File: config.mk
export PLATFORM = sky130hd
export DESIGN_NAME = dtack_generator
export DESIGN_NICKNAME = d
export VERILOG_FILES = /design/src/rtl/m68k_bus_pkg.sv /design/src/rtl/bus_timeout_timer.sv /design/src/rtl/dtack_generator.sv
export SDC_FILE = /design/constraint.sdc
export NUM_CORES = 1
export LEC_CHECK = 0
export ABC_AREA = 1
export CORE_MARGIN = 2
export CORE_UTILIZATION = 40
export DETAILED_ROUTE_END_ITERATION = 12
export MAX_ROUTING_LAYER = met4
export PLACE_DENSITY = 0.63
export SLEW_MARGIN = 20
export SYNTH_ARGS = -nofsm -noshare
export SYNTH_HDL_FRONTEND = slang
export SYNTH_HIERARCHICAL = 1
export SYNTH_SLANG_ARGS = --single-unit
File: constraint.sdc
create_clock -name Clk -period 1.35 [get_ports Clk]
set_input_delay 0.135 -clock Clk [delete_from_list [all_inputs] [get_ports Clk]]
set_output_delay 0.135 -clock Clk [all_outputs]
set_load 0.05 [all_outputs]
File: src/rtl/m68k_bus_pkg.sv
// Shared 68000 bus definitions: cycle-controller states, decoded regions and
// the default wait-state counts also used by the address decoder.
package m68k_bus_pkg;

  typedef enum logic [1:0] {
    IDLE = 2'd0,
    WAIT = 2'd1,
    ACK  = 2'd2,
    BERR = 2'd3
  } busState_t;

  typedef enum logic [2:0] {
    NONE = 3'd0,
    ROM  = 3'd1,
    RAM  = 3'd2,
    IO   = 3'd3,
    CAN  = 3'd4,
    DRAM = 3'd5
  } busRegion_t;

  localparam int DEFAULT_ROM_WAIT       = 1;
  localparam int DEFAULT_RAM_WAIT       = 0;
  localparam int DEFAULT_IO_WAIT        = 3;
  localparam int DEFAULT_TIMEOUT_CYCLES = 255;

  // Regions whose acknowledge comes from a local wait-state count rather than
  // from an external controller.
  function automatic logic isFixedRegion(input busRegion_t region);
    return (region == ROM) || (region == RAM) || (region == IO);
  endfunction

endpackage

File: src/rtl/bus_timeout_timer.sv
// 8-bit saturating cycle timer. termCount is high when the next enabled edge
// brings the count up to LIMIT, so the owner can act on that same edge.
module bus_timeout_timer #(
  parameter int LIMIT = 255
) (
  input  logic clk,
  input  logic rst,
  input  logic clear,
  input  logic enable,
  output logic termCount
);

  logic [7:0] count;

  // Count enabled edges; clear wins over enable and the count never wraps.
  always_ff @(posedge clk or posedge rst) begin
    if (rst) begin
      count <= 8'd0;
    end else if (clear) begin
      count <= 8'd0;
    end else if (enable && (count != 8'hFF)) begin
      count <= count + 8'd1;
    end
  end

  assign termCount = (count >= 8'(LIMIT - 1));

endmodule

File: src/rtl/dtack_generator.sv
// 68000 bus-cycle controller: per-region DTACK_L generation with fixed wait
// states or external handshakes, and a bus-error timeout with a sticky flag.
//
// state | meaning
// IDLE  | no bus cycle in progress, watching for AS_L plus a data strobe
// WAIT  | cycle started, counting wait states or waiting for a handshake
// ACK   | DTACK_L asserted until the CPU releases AS_L
// BERR  | BERR_L asserted until the CPU releases AS_L
module dtack_generator
  import m68k_bus_pkg::*;
#(
  parameter int ROM_WAIT       = DEFAULT_ROM_WAIT,
  parameter int RAM_WAIT       = DEFAULT_RAM_WAIT,
  parameter int IO_WAIT        = DEFAULT_IO_WAIT,
  parameter int TIMEOUT_CYCLES = DEFAULT_TIMEOUT_CYCLES
) (
  input  logic Clk,
  input  logic Reset_H,
  input  logic AS_L,
  input  logic UDS_L,
  input  logic LDS_L,
  input  logic OnChipRomSelect_H,
  input  logic OnChipRamSelect_H,
  input  logic IOSelect_H,
  input  logic CanBusSelect_H,
  input  logic DramSelect_H,
  input  logic DramDtack_L,
  input  logic CanBusDtack_L,
  input  logic ClearTimeout_H,
  output logic DTACK_L,
  output logic BERR_L,
  output logic BusTimeout_H
);

  localparam logic [3:0] ROM_WAIT_CNT = 4'(ROM_WAIT);
  localparam logic [3:0] RAM_WAIT_CNT = 4'(RAM_WAIT);
  localparam logic [3:0] IO_WAIT_CNT  = 4'(IO_WAIT);

  busState_t  state, nextState;
  busRegion_t region, nextRegion;
  busRegion_t selRegion;
  logic [3:0] waitCnt, nextWaitCnt;
  logic [3:0] selWait;
  logic       cycleStart;
  logic       timerClear;
  logic       timerEnable;
  logic       timerTc;

  assign cycleStart = !AS_L && (!UDS_L || !LDS_L);

  // Decode the live selects by priority; only sampled at cycle start.
  always_comb begin
    selRegion = NONE;
    selWait   = 4'd0;
    if (OnChipRomSelect_H) begin
      selRegion = ROM;
      selWait   = ROM_WAIT_CNT;
    end else if (OnChipRamSelect_H) begin
      selRegion = RAM;
      selWait   = RAM_WAIT_CNT;
    end else if (IOSelect_H) begin
      selRegion = IO;
      selWait   = IO_WAIT_CNT;
    end else if (CanBusSelect_H) begin
      selRegion = CAN;
    end else if (DramSelect_H) begin
      selRegion = DRAM;
    end
  end

  bus_timeout_timer #(
    .LIMIT(TIMEOUT_CYCLES)
  ) uTimer (
    .clk      (Clk),
    .rst      (Reset_H),
    .clear    (timerClear),
    .enable   (timerEnable),
    .termCount(timerTc)
  );

  // Next-state logic; in WAIT an abort beats a timeout, which beats an ack.
  always_comb begin
    nextState   = state;
    nextRegion  = region;
    nextWaitCnt = waitCnt;
    timerClear  = 1'b0;
    timerEnable = 1'b0;
    case (state)
      IDLE: begin
        if (cycleStart) begin
          nextRegion  = selRegion;
          timerClear  = 1'b1;
          nextWaitCnt = selWait;
          if (isFixedRegion(selRegion) && (selWait == 4'd0)) begin
            nextState = ACK;
          end else begin
            nextState = WAIT;
          end
        end
      end
      WAIT: begin
        timerEnable = 1'b1;
        if (AS_L) begin
          nextState = IDLE;
        end else if (timerTc) begin
          nextState = BERR;
        end else begin
          case (region)
            ROM, RAM, IO: begin
              if (waitCnt == 4'd1) begin
                nextState = ACK;
              end else begin
                nextWaitCnt = waitCnt - 4'd1;
              end
            end
            CAN: begin
              if (!CanBusDtack_L) nextState = ACK;
            end
            DRAM: begin
              if (!DramDtack_L) nextState = ACK;
            end
            default: begin
              nextState = WAIT;
            end
          endcase
        end
      end
      ACK, BERR: begin
        if (AS_L) nextState = IDLE;
      end
      default: begin
        nextState = IDLE;
      end
    endcase
  end

  // State, captured region and wait count registers.
  always_ff @(posedge Clk or posedge Reset_H) begin
    if (Reset_H) begin
      state   <= IDLE;
      region  <= NONE;
      waitCnt <= 4'd0;
    end else begin
      state   <= nextState;
      region  <= nextRegion;
      waitCnt <= nextWaitCnt;
    end
  end

  // Strobes registered from the next state so they track the state register exactly.
  always_ff @(posedge Clk or posedge Reset_H) begin
    if (Reset_H) begin
      DTACK_L <= 1'b1;
      BERR_L  <= 1'b1;
    end else begin
      DTACK_L <= !(nextState == ACK);
      BERR_L  <= !(nextState == BERR);
    end
  end

  // Sticky timeout flag for the debugger; a new bus error beats a clear.
  always_ff @(posedge Clk or posedge Reset_H) begin
    if (Reset_H) begin
      BusTimeout_H <= 1'b0;
    end else if ((nextState == BERR) && (state != BERR)) begin
      BusTimeout_H <= 1'b1;
    end else if (ClearTimeout_H) begin
      BusTimeout_H <= 1'b0;
    end
  end

endmodule
; Yosys cells after proc, flatten, opt, wreduce, memory -nomap -nowiden
; Cells that the tools add are included.
; Widths: inputs -> output; s select.
[classes]
n_mul = 0
order_cmp = 1
n_addsub = 2
bitwise_logic = 0
n_div = 0
n_reduce_logical = 21
eq_ne = 21
muxes = 31
n_shift = 0
[op_table]
columns = op, count
row1 = $mux 2, 11
row2 = $mux 4, 5
row3 = $mux 8, 2
row4 = $mux 3, 5
row5 = $eq 3x2->1 const B, 4
row6 = $pmux 2 s3, 2
row7 = $ne 2x2->1 const B, 5
row8 = $add 8x1->8 const B, 1
row9 = $eq 2x2->1 const B, 4
row10 = $ge 8x8->1 const B, 1
row11 = $ne 8x8->1 const B, 1
row12 = $pmux 4 s2, 1
row13 = $eq 3x1->1 const B, 2
row14 = $eq 3x3->1 const B, 2
row15 = $reduce_and 6->1, 1
row16 = $reduce_bool 2->1, 3
row17 = $logic_not 1->1, 5
row18 = $mux 1, 5
row19 = $eq 4x1->1 const B, 1
row20 = $logic_and 1x1->1, 4
row21 = $logic_not 4->1, 1
row22 = $sub 4x1->4 const B, 1
row23 = $logic_or 1x1->1, 3
row24 = $reduce_or 3->1, 1
row25 = 5 further kinds, 5
[word_totals]
mem_bits_ro = 0
in_bits = 13
word_cells = 83
ramBits = 0
output_inout_bits = 3
n_memories = 0
ff_bits = 20
latch_bits = 0

; Longest topological paths before layout
; Gate-level depths: netlist of run 1.
[depth]
depth_word = 15
mapped_depth = 11
ltp_nobuf = 11

; Modules after synthesis
; The synthesis of run 1 kept the hierarchy.
[by_module_without_submodules]
columns = mod, seq_area_each_um2, area_per_inst_um2, n_inst, cells_each
row1 = dtack_generator, 302.8, 765.7, 1, 99
row2 = bus_timeout_timer, 200.2, 546.8, 1, 79

; Worst setup path before layout of run 1
; Ideal clock, no wire load.
[synth_path]
kind = register to register
start = reg uTimer.count[0]
end = reg BusTimeout_H
slack_ns = -0.132
n_path_buf = 0
setup_ns = 0.118
stages_incl_launch_ff = 12
t_arrival_ns = 1.364
path_cell_list = dfrtp_1 -> inv_1 -> ha_1 -> nor2_1 -> nor4_1 -> nor2_1 -> a21boi_0 -> nand2_1 -> nand2_1 -> nand2_1 -> nand3_1 -> nand2_1
[synth_between]
elab_chain_len = 7
word_cells_on_any_way = 8
[synth_lines]
columns = item, line
row1 = "start, declared", bus_timeout_timer.sv:13  ; logic [7:0] count;
row2 = "start signal, assigned", bus_timeout_timer.sv:22  ; count <= count + 8'd1;
row3 = $ge 8x8->1 (*), bus_timeout_timer.sv:26  ; assign termCount = (count >= 8'(LIMIT - 1));
row4 = net timerTc, dtack_generator.sv:47  ; logic timerTc;
row5 = $mux 2 (*), dtack_generator.sv:105  ; end else if (timerTc) begin
row6 = $mux 2 (*), dtack_generator.sv:103  ; if (AS_L) begin
row7 = $pmux 2 s3 (*), dtack_generator.sv:88  ; case (state)
row8 = net nextState[0], dtack_generator.sv:39  ; busState_t state, nextState;
row9 = $eq 2x2->1 (*), dtack_generator.sv:165  ; end else if ((nextState == BERR) && (state != BERR)) begin
row10 = $logic_and 1x1->1 (*), dtack_generator.sv:165
row11 = $mux 1 / $reduce_bool 2->1 (equally long branches), -
row12 = "end signal, assigned", dtack_generator.sv:164  ; BusTimeout_H <= 1'b0;
row13 = "end signal, assigned", dtack_generator.sv:166  ; BusTimeout_H <= 1'b1;
row14 = "end signal, assigned", dtack_generator.sv:168  ; BusTimeout_H <= 1'b0;
row15 = "end, declared", dtack_generator.sv:32  ; output logic BusTimeout_H
; The timed path passes the listed nets; every way through them passes the cells marked *.
; A chain may end at the register's enable or synchronous reset.

; Worst setup path in the final report of run 1
[layout_path]
start = reg uTimer.count[1]
end = reg uTimer.count[6]
[layout_between]
elab_chain_len = 3
word_cells_on_any_way = 6
[layout_lines]
columns = item, line
row1 = $add 8x1->8 / $ne 8x8->1 (equally long branches), "bus_timeout_timer.sv:22, bus_timeout_timer.sv:21"
row2 = $mux 8 / $logic_and 1x1->1 (equally long branches), bus_timeout_timer.sv:21  ; end else if (enable && (count != 8'hFF)) begin
row3 = $mux 8 / $reduce_bool 2->1 (equally long branches), -
; Parallel ways exist; a longest one is shown, timed or not. The select of a mux whose other input is x is not followed.

==> results.tsv, run 1 <==
stage	metric	value	unit
setup_path	worstSetupEndpointType	register	
cells_and_area	drive_gt1_share	32.16	%
synth	yosys-top-cells-area	dfrtp_1, nand2_1, inv_1	
grt	grt_pass1_wl	5.333	mm
setup_path	cp.required	1570	ps
cells_and_area	nets	245	
synth	ys_types	28	
setup_path	cp.arrival	1750	ps
die	die_area	3755	um2
hold_path	hp-class	input pin to asynchronous set/reset pin	
route	vias	1287	
setup_path	r2r_start	uTimer/count[1]	
die	die_w	61.28	um
timing	min_period	1533	ps
route	via_per_inst	4.749	
placement	pre_cts_slack	-240.7	ps
grt	antenna_found_initial	0	
route	drc	0	
setup_path	start_kind	register	
flow_run	maxCapViolCount	0	
clock_network	clkTransAtPathRegs	120	ps
timing	fin_crit_sh	113.6	%
setup_path	reg2reg_to	uTimer/count[6]	
placement	port_buffers	15	
setup_path	worstSetupPathType	register to register	
route	routed_wl	3.250	mm
route	wire_per_inst	11.99	um
die	start_util	42.64	%
synth	yosysTopAreaCell	dfrtp_1	
timing	grt_setup_unrepaired	yes	
timing	fin_ws	-183.2	ps
synth	yosys.area.top_type_share	34.32	%
grt	grt.overflow.total	0	
die	design.core.area	3078	um2
route	drtIter0Drc	61	
cells_and_area	fin_cells	271	
grt	grt_pass1_vias	1249	
synth	synth_sequential_area_ratio	38.32	%
synth	synth.avg_cell_area	7.374	um2
power	ir_drop	750.1	uV
setup_path	cp_max_fo	7	
clock_network	cts_tree	yes	
timing	worst_slew_pin_slew	500.1	ps
synth	yosysWarnings	6	
setup_path	reg2reg_setup_slack	-180	ps
timing	slew_viol_final	0	
timing	max_clock_freq	0.6522	GHz
power	leakagePower	0.0008942	uW
cells_and_area	area.growth.synth_to_final	43.95	%
timing	skew	2.672	ps
grt	grt_max_degree	13	
run_status	violations	negative setup slack	
die	rows	20	
die	die_h	61.28	um
grt	grt_usage	19.84	%
power	power_density	1757	nW/um2
route	ant_nets	0	
placement	dp_hpwl	2.439	mm
synth	syn_area	1313	um2
clock_network	cts_made_buffers	3	
clock_network	htree_num_levels	1	
cells_and_area	antenna_cells	0	
clock_network	clockBufferDepth	2	
clock_network	cts_sinks	20	
placement	post-place-cells	263	
clock_network	cts_root_buffer	clkbuf_4	
run_status	status	finished, violations left	
route	drtPass1Iterations	4	
placement	routabilityCongestion	0.8755	
timing	finalSetupViolCount	16	
synth	ys_seq_elements	20	
synth	synthCells	178	
setup_path	reg2reg_depth	11	
timing	tns	-2012	ps
synth	synthesis.nets	195	
timing	max_slew_margin	66.62	%
die	ios	16	
timing	hold_violations	0	
clock_network	clkLatencyLatePin	310	ps
==> synthesized netlist by cell type <==
master / number
ha_1: 4
a21boi_0: 1
inv_2: 2
nand3_1: 13
dfstp_2: 2
nand2_1: 49
a41oi_1: 1
nand4_1: 6
o211ai_1: 1
nand2_2: 4
nor4_1: 1
nor2_2: 1
clkinv_4: 1
nor2_4: 4
nand3b_1: 1
o21bai_4: 1
buf_6: 1
o21ai_1: 6
nor2_1: 23
inv_1: 23
dfrtp_1: 18
nand2_4: 1
a21oi_4: 1
nor3b_1: 1
o21ai_0: 6
o41ai_1: 1
a21oi_1: 2
xor2_1: 3
==> worst max-delay path, stage by stage, from the launching register on <==
cell,delay [ps]
dfrtp_1,440
buf_6,140
buf_4,130
ha_4,160
inv_4,60
nor2_4,40
nand2_2,80
nand2_2,60
nand2_4,110
clkinv_4,90
nand2_1,60
nand2_1,50
==> worst max-delay path by stage <==
stage                 endpoint  slack (ps)             from  cells past startpoint
2_1_floorplan     BusTimeout_H        -100  uTimer/count[1]                     10
3_3_place_gp      BusTimeout_H        -130  uTimer/count[0]                     11
3_5_place_dp      BusTimeout_H        -240  uTimer/count[0]                     11
4_1_cts           BusTimeout_H        -160  uTimer/count[1]                     10
5_1_grt           BusTimeout_H        -270  uTimer/count[1]                     10
6_report       uTimer/count[6]        -180  uTimer/count[1]                     11
==> cell families (layout without fill, tap and decap cells) <==
group / after synthesis / count (layout) / share of synthesized area, %
flops: 20 / 20 / 38.32
xor+xnor: 3 / 3 / 2.002
fa+ha+maj: 4 / 4 / 3.813
compound gates: 20 / 20 / 10.49
simple gates: 104 / 104 / 36.70
buf+inv: 27 / 76 / 8.675
==> layout make-up <==
| cell class | instances | area (um2) |
|---|---|---|
| fillers | 279 | 1189 |
| multi-input cells | 131 | 773.2 |
| flip-flops and latches | 20 | 503.0 |
| repair buffers | 46 | 416.7 |
| inverters | 26 | 105.1 |
| well taps | 44 | 55.05 |
| clock buffers | 4 | 36.28 |
==> per-layer routing <==
metal | part of all wire [%] | wire [um] | GRT usage [%] | vias up
li1 | - | - | - | 667
met1 | 40 | 1316 | 21.90 | 590
met2 | 55 | 1777 | 36.02 | 26
met3 | 4.1 | 132 | 5.042 | 4
met4 | 0.71 | 23 | 3.727 | 0
met5 | 0 | 0 | - | -
==> sequential cells by signal, summed over array words and instances, names as in the netlist <==
signal and cells:
state 2, BusTimeout_H 1, BERR_L 1, waitCnt 4, uTimer/count 8, region 3, DTACK_L 1
==> power breakdown <==
group / leakage [uW] / total [uW] / internal (uW) / switching (uW)
Clock: 0.0000210 / 375 / 165 / 210
Sequential: 0.000259 / 961 / 790 / 171
Combinational: 0.000614 / 1980 / 905 / 1080
==> through the flow <==
| stage | hold slack [ps] | utilization [%] | cell area (um2) | total power (uW) |
|---|---|---|---|---|
| floorplan | -49.34 | - | 1319 | 2028 |
| global placement | 438.9 | 56.71 | 1745 | 2641 |
| detailed placement | 446.9 | 56.71 | 1745 | 2701 |
| CTS | 101.6 | 59.31 | 1826 | 3189 |
| global route | 135.4 | 61.38 | 1889 | 3578 |
| finish | 80.28 | 61.38 | 1889 | 3319 |
==> layout by cell type, fill, tap and decap left out, types with 2 or more instances in the layout <==
cell type and instances:
dfstp_2 2, nand2_2 11, nand3_1 12, inv_1 22
clkbuf_4 3, buf_4 30, ha_1 2, nor2_2 3
nand4_1 6, o21ai_0 4, o21ai_1 7, buf_12 3
inv_2 2, ha_4 2, xor2_1 3, dfrtp_1 18
clkdlybuf4s50_1 12, nor2_1 20, nor2_4 5, nand2_1 42
==> repair_timing <==
action                                  in CTS  in global routing
gates resized for setup                      8                 12
hold buffers                                 0                  0
buffers inserted                             1                  3
pin swaps                                    2                  7
endpoints found under the setup margin      16                 17
(Power assumes the default switching activity.)
==> run 2: changes to the inputs <==
- CORE_UTILIZATION: 40 -> 49
- PLACE_DENSITY: 0.63 -> 0.74
==> results.tsv, run 2 (synthesized netlist as in run 1, its figures left out) <==
stage	metric	value	unit	change
power	switchingPower	1519	uW	+4.0%
route	drc	0		unchanged
die	die_area	3109	um2	-17%
setup_path	startpoint	uTimer/count[1]		
power	leakagePower	0.0009246	uW	+3.4%
clock_network	cts_tree	yes		
placement	port_buffers	15		unchanged
cells_and_area	final_cell_mix	nand2_1, buf_4, inv_1		
run_status	status	finished, violations left		
cells_and_area	reg_top3	uTimer/count x8, waitCnt x4, region x3		
setup_path	critPathMostFrequentCell	nand2_2		
route	drtPass1Iterations	4		unchanged
setup_path	crit_chain	buf_6 -> buf_4 -> ha_4 -> inv_4 -> nor2_4 -> nand2_2 -> nand2_2 -> nand2_4 -> clkinv_4 -> nand2_2 -> nand2_1		
placement	dp_hpwl	2.551	mm	+4.6%
power	power	3396	uW	+2.3%
setup_path	crit_buf_inv	4		unchanged
cells_and_area	regArea	503.0	um2	unchanged
timing	worst_slew_pin_slew	474.4	ps	-25.67 ps
timing	max_clock_freq	0.6363	GHz	-2.4%
route	vias	1399		+8.7%
timing	hold_violations	0		unchanged
setup_path	worstSetupEndpointType	register		
flow_run	maxCapViolCount	0		unchanged
timing	fin_crit_sh	116.4	%	+2.8 points
route	routed_wl	3.634	mm	+12%
cells_and_area	area.growth.synth_to_final	46.42	%	
route	wire_per_inst	13.92	um	+16%
die	start_util	52.50	%	+9.9 points
grt	grt_pass1_wl	5.796	mm	+8.7%
clock_network	cts_root_buffer	clkbuf_4		
route	ant_nets	0		unchanged
setup_path	cp.required	1570	ps	about the same
die	ios	16		unchanged
setup_path	worst_path_max_delay_cell	dfrtp_1		
setup_path	worstSetupPathType	register to register		
die	die_w	55.76	um	-9.0%
cells_and_area	multi_input_area	793.3	um2	+2.6%
die	design.core.area	2500	um2	-19%
die	rows	18		-10%
timing	finalSetupViolCount	17		+1
timing	min_period	1571	ps	+38.26 ps
placement	routabilityCongestion	0.8968		+2.4%
power	clock_power_share	10.7	%	-0.6 points
cells_and_area	antenna_cells	0		unchanged
cells_and_area	nets	249		+1.6%
timing	grt_setup_unrepaired	yes		
clock_network	clockBufferDepth	2		unchanged
grt	grt_max_degree	13		unchanged
cells_and_area	top_register	uTimer/count		
clock_network	clkLatencyLatePin	310	ps	about the same
route	via_per_inst	5.360		+13%
power	pwr-share-seq	28.4	%	-0.6 points
grt	grt.overflow.total	0		unchanged
placement	pre_cts_slack	-190.4	ps	+50.30 ps
timing	skew	9.096	ps	+6.425 ps
timing	worst_hold_slack	96.88	ps	+16.61 ps
cells_and_area	fin_util	76.88	%	+15 points
setup_path	crit_path_max_incr_delay	440	ps	about the same
grt	grt_pass1_vias	1412		+13%
grt	antenna_found_initial	0		unchanged
power	power_density	1767	nW/um2	+0.57%
cells_and_area	mostFrequentLayoutCell	nand2_1		
power	comb_power_share	60.9	%	+1.2 points
run_status	violations	negative setup slack		
clock_network	clkTransAtPathRegs	120	ps	about the same
setup_path	cp_top_family	flip-flops		
cells_and_area	fillers	175		-37%
timing	fin_ws	-221.5	ps	-38.26 ps
timing	slew_viol_final	0		unchanged
power	p_sw_share	44.74	%	+0.75 points
timing	max_slew_margin	68.34	%	+1.7 points
setup_path	cp_max_fo	7		unchanged
cells_and_area	drive_gt1_share	35.06	%	+2.9 points
clock_network	htree_num_levels	1		unchanged
power	ir_drop	1084	uV	+45%
power	cellInternalPower	1877	uW	+0.94%
clock_network	postCtsHoldBufs	0		unchanged
clock_network	cts_made_buffers	3		unchanged
timing	tns	-2713	ps	-700.7 ps
setup_path	cp.arrival	1790	ps	+40 ps
die	die_h	55.76	um	-9.0%
cells_and_area	largest_reg_flops	8		unchanged
clock_network	cts_sinks	20		unchanged
setup_path	start_kind	register		
grt	grt_usage	23.91	%	+4.1 points
route	drtIter0Drc	75		+23%
hold_path	hp-class	input pin to asynchronous set/reset pin		
setup_path	r2r_start	uTimer/count[1]		
## run 2: worst register-to-register path: stages (launching register included)
cell	delay, ps
dfrtp_1	440
buf_6	140
buf_4	130
ha_4	170
inv_4	60
nor2_4	40
nand2_2	70
nand2_2	70
nand2_4	130
clkinv_4	100
nand2_2	60
nand2_1	50
## run 2: power groups by stage
stage / clock network (uW) / registers, uW / logic, uW
6_report: 362 / 965 / 2070
5_1_grt: 396 / 993 / 2260
4_1_cts: 369 / 962 / 1850
3_5_place_dp: 0 / 963 / 1760
3_3_place_gp: 0 / 958 / 1700
2_1_floorplan: 0 / 1030 / 1000
## run 2: layer usage
layer / GRT usage, % / vias up / part of all wire [%]
li1: - / 675 / -
met1: 26.69 / 654 / 38
met2: 40.65 / 54 / 53
met3: 3.256 / 16 / 4.3
met4: 13.94 / 0 / 3.7
met5: - / - / 0
## run 2: timing repair
action                     4_1_cts  5_1_grt
buffers inserted                 1        5
pin swaps                        9       17
setup endpoints to repair       15       17
resized for setup                7       18
## run 2: layout make-up
cell class	count	share of cell area [%]
clock buffers	4	1.888
inverters	26	5.469
multi-input cells	131	41.28
flip-flops and latches	20	26.17
well taps	30	1.953
repair buffers	50	23.24
## run 2: stage by stage
step                      instances  cell area, um2
after detailed placement        251            1743
after CTS                       256            1821
after global placement          251            1743
after global routing            261            1922
final                           261            1922
after floorplan                 178            1319
## run 2: worst paths after layout
check	to	slack (ps)	depth (start not counted)
min in group Clk	BusTimeout_H	390	4
hold reg to reg	BusTimeout_H	570	2
hold / removal	uTimer/count[6]	100	2
setup reg to reg	uTimer/count[6]	-220	11
setup / recovery	uTimer/count[6]	-220	11
max in group asynchronous	BERR_L	840	2
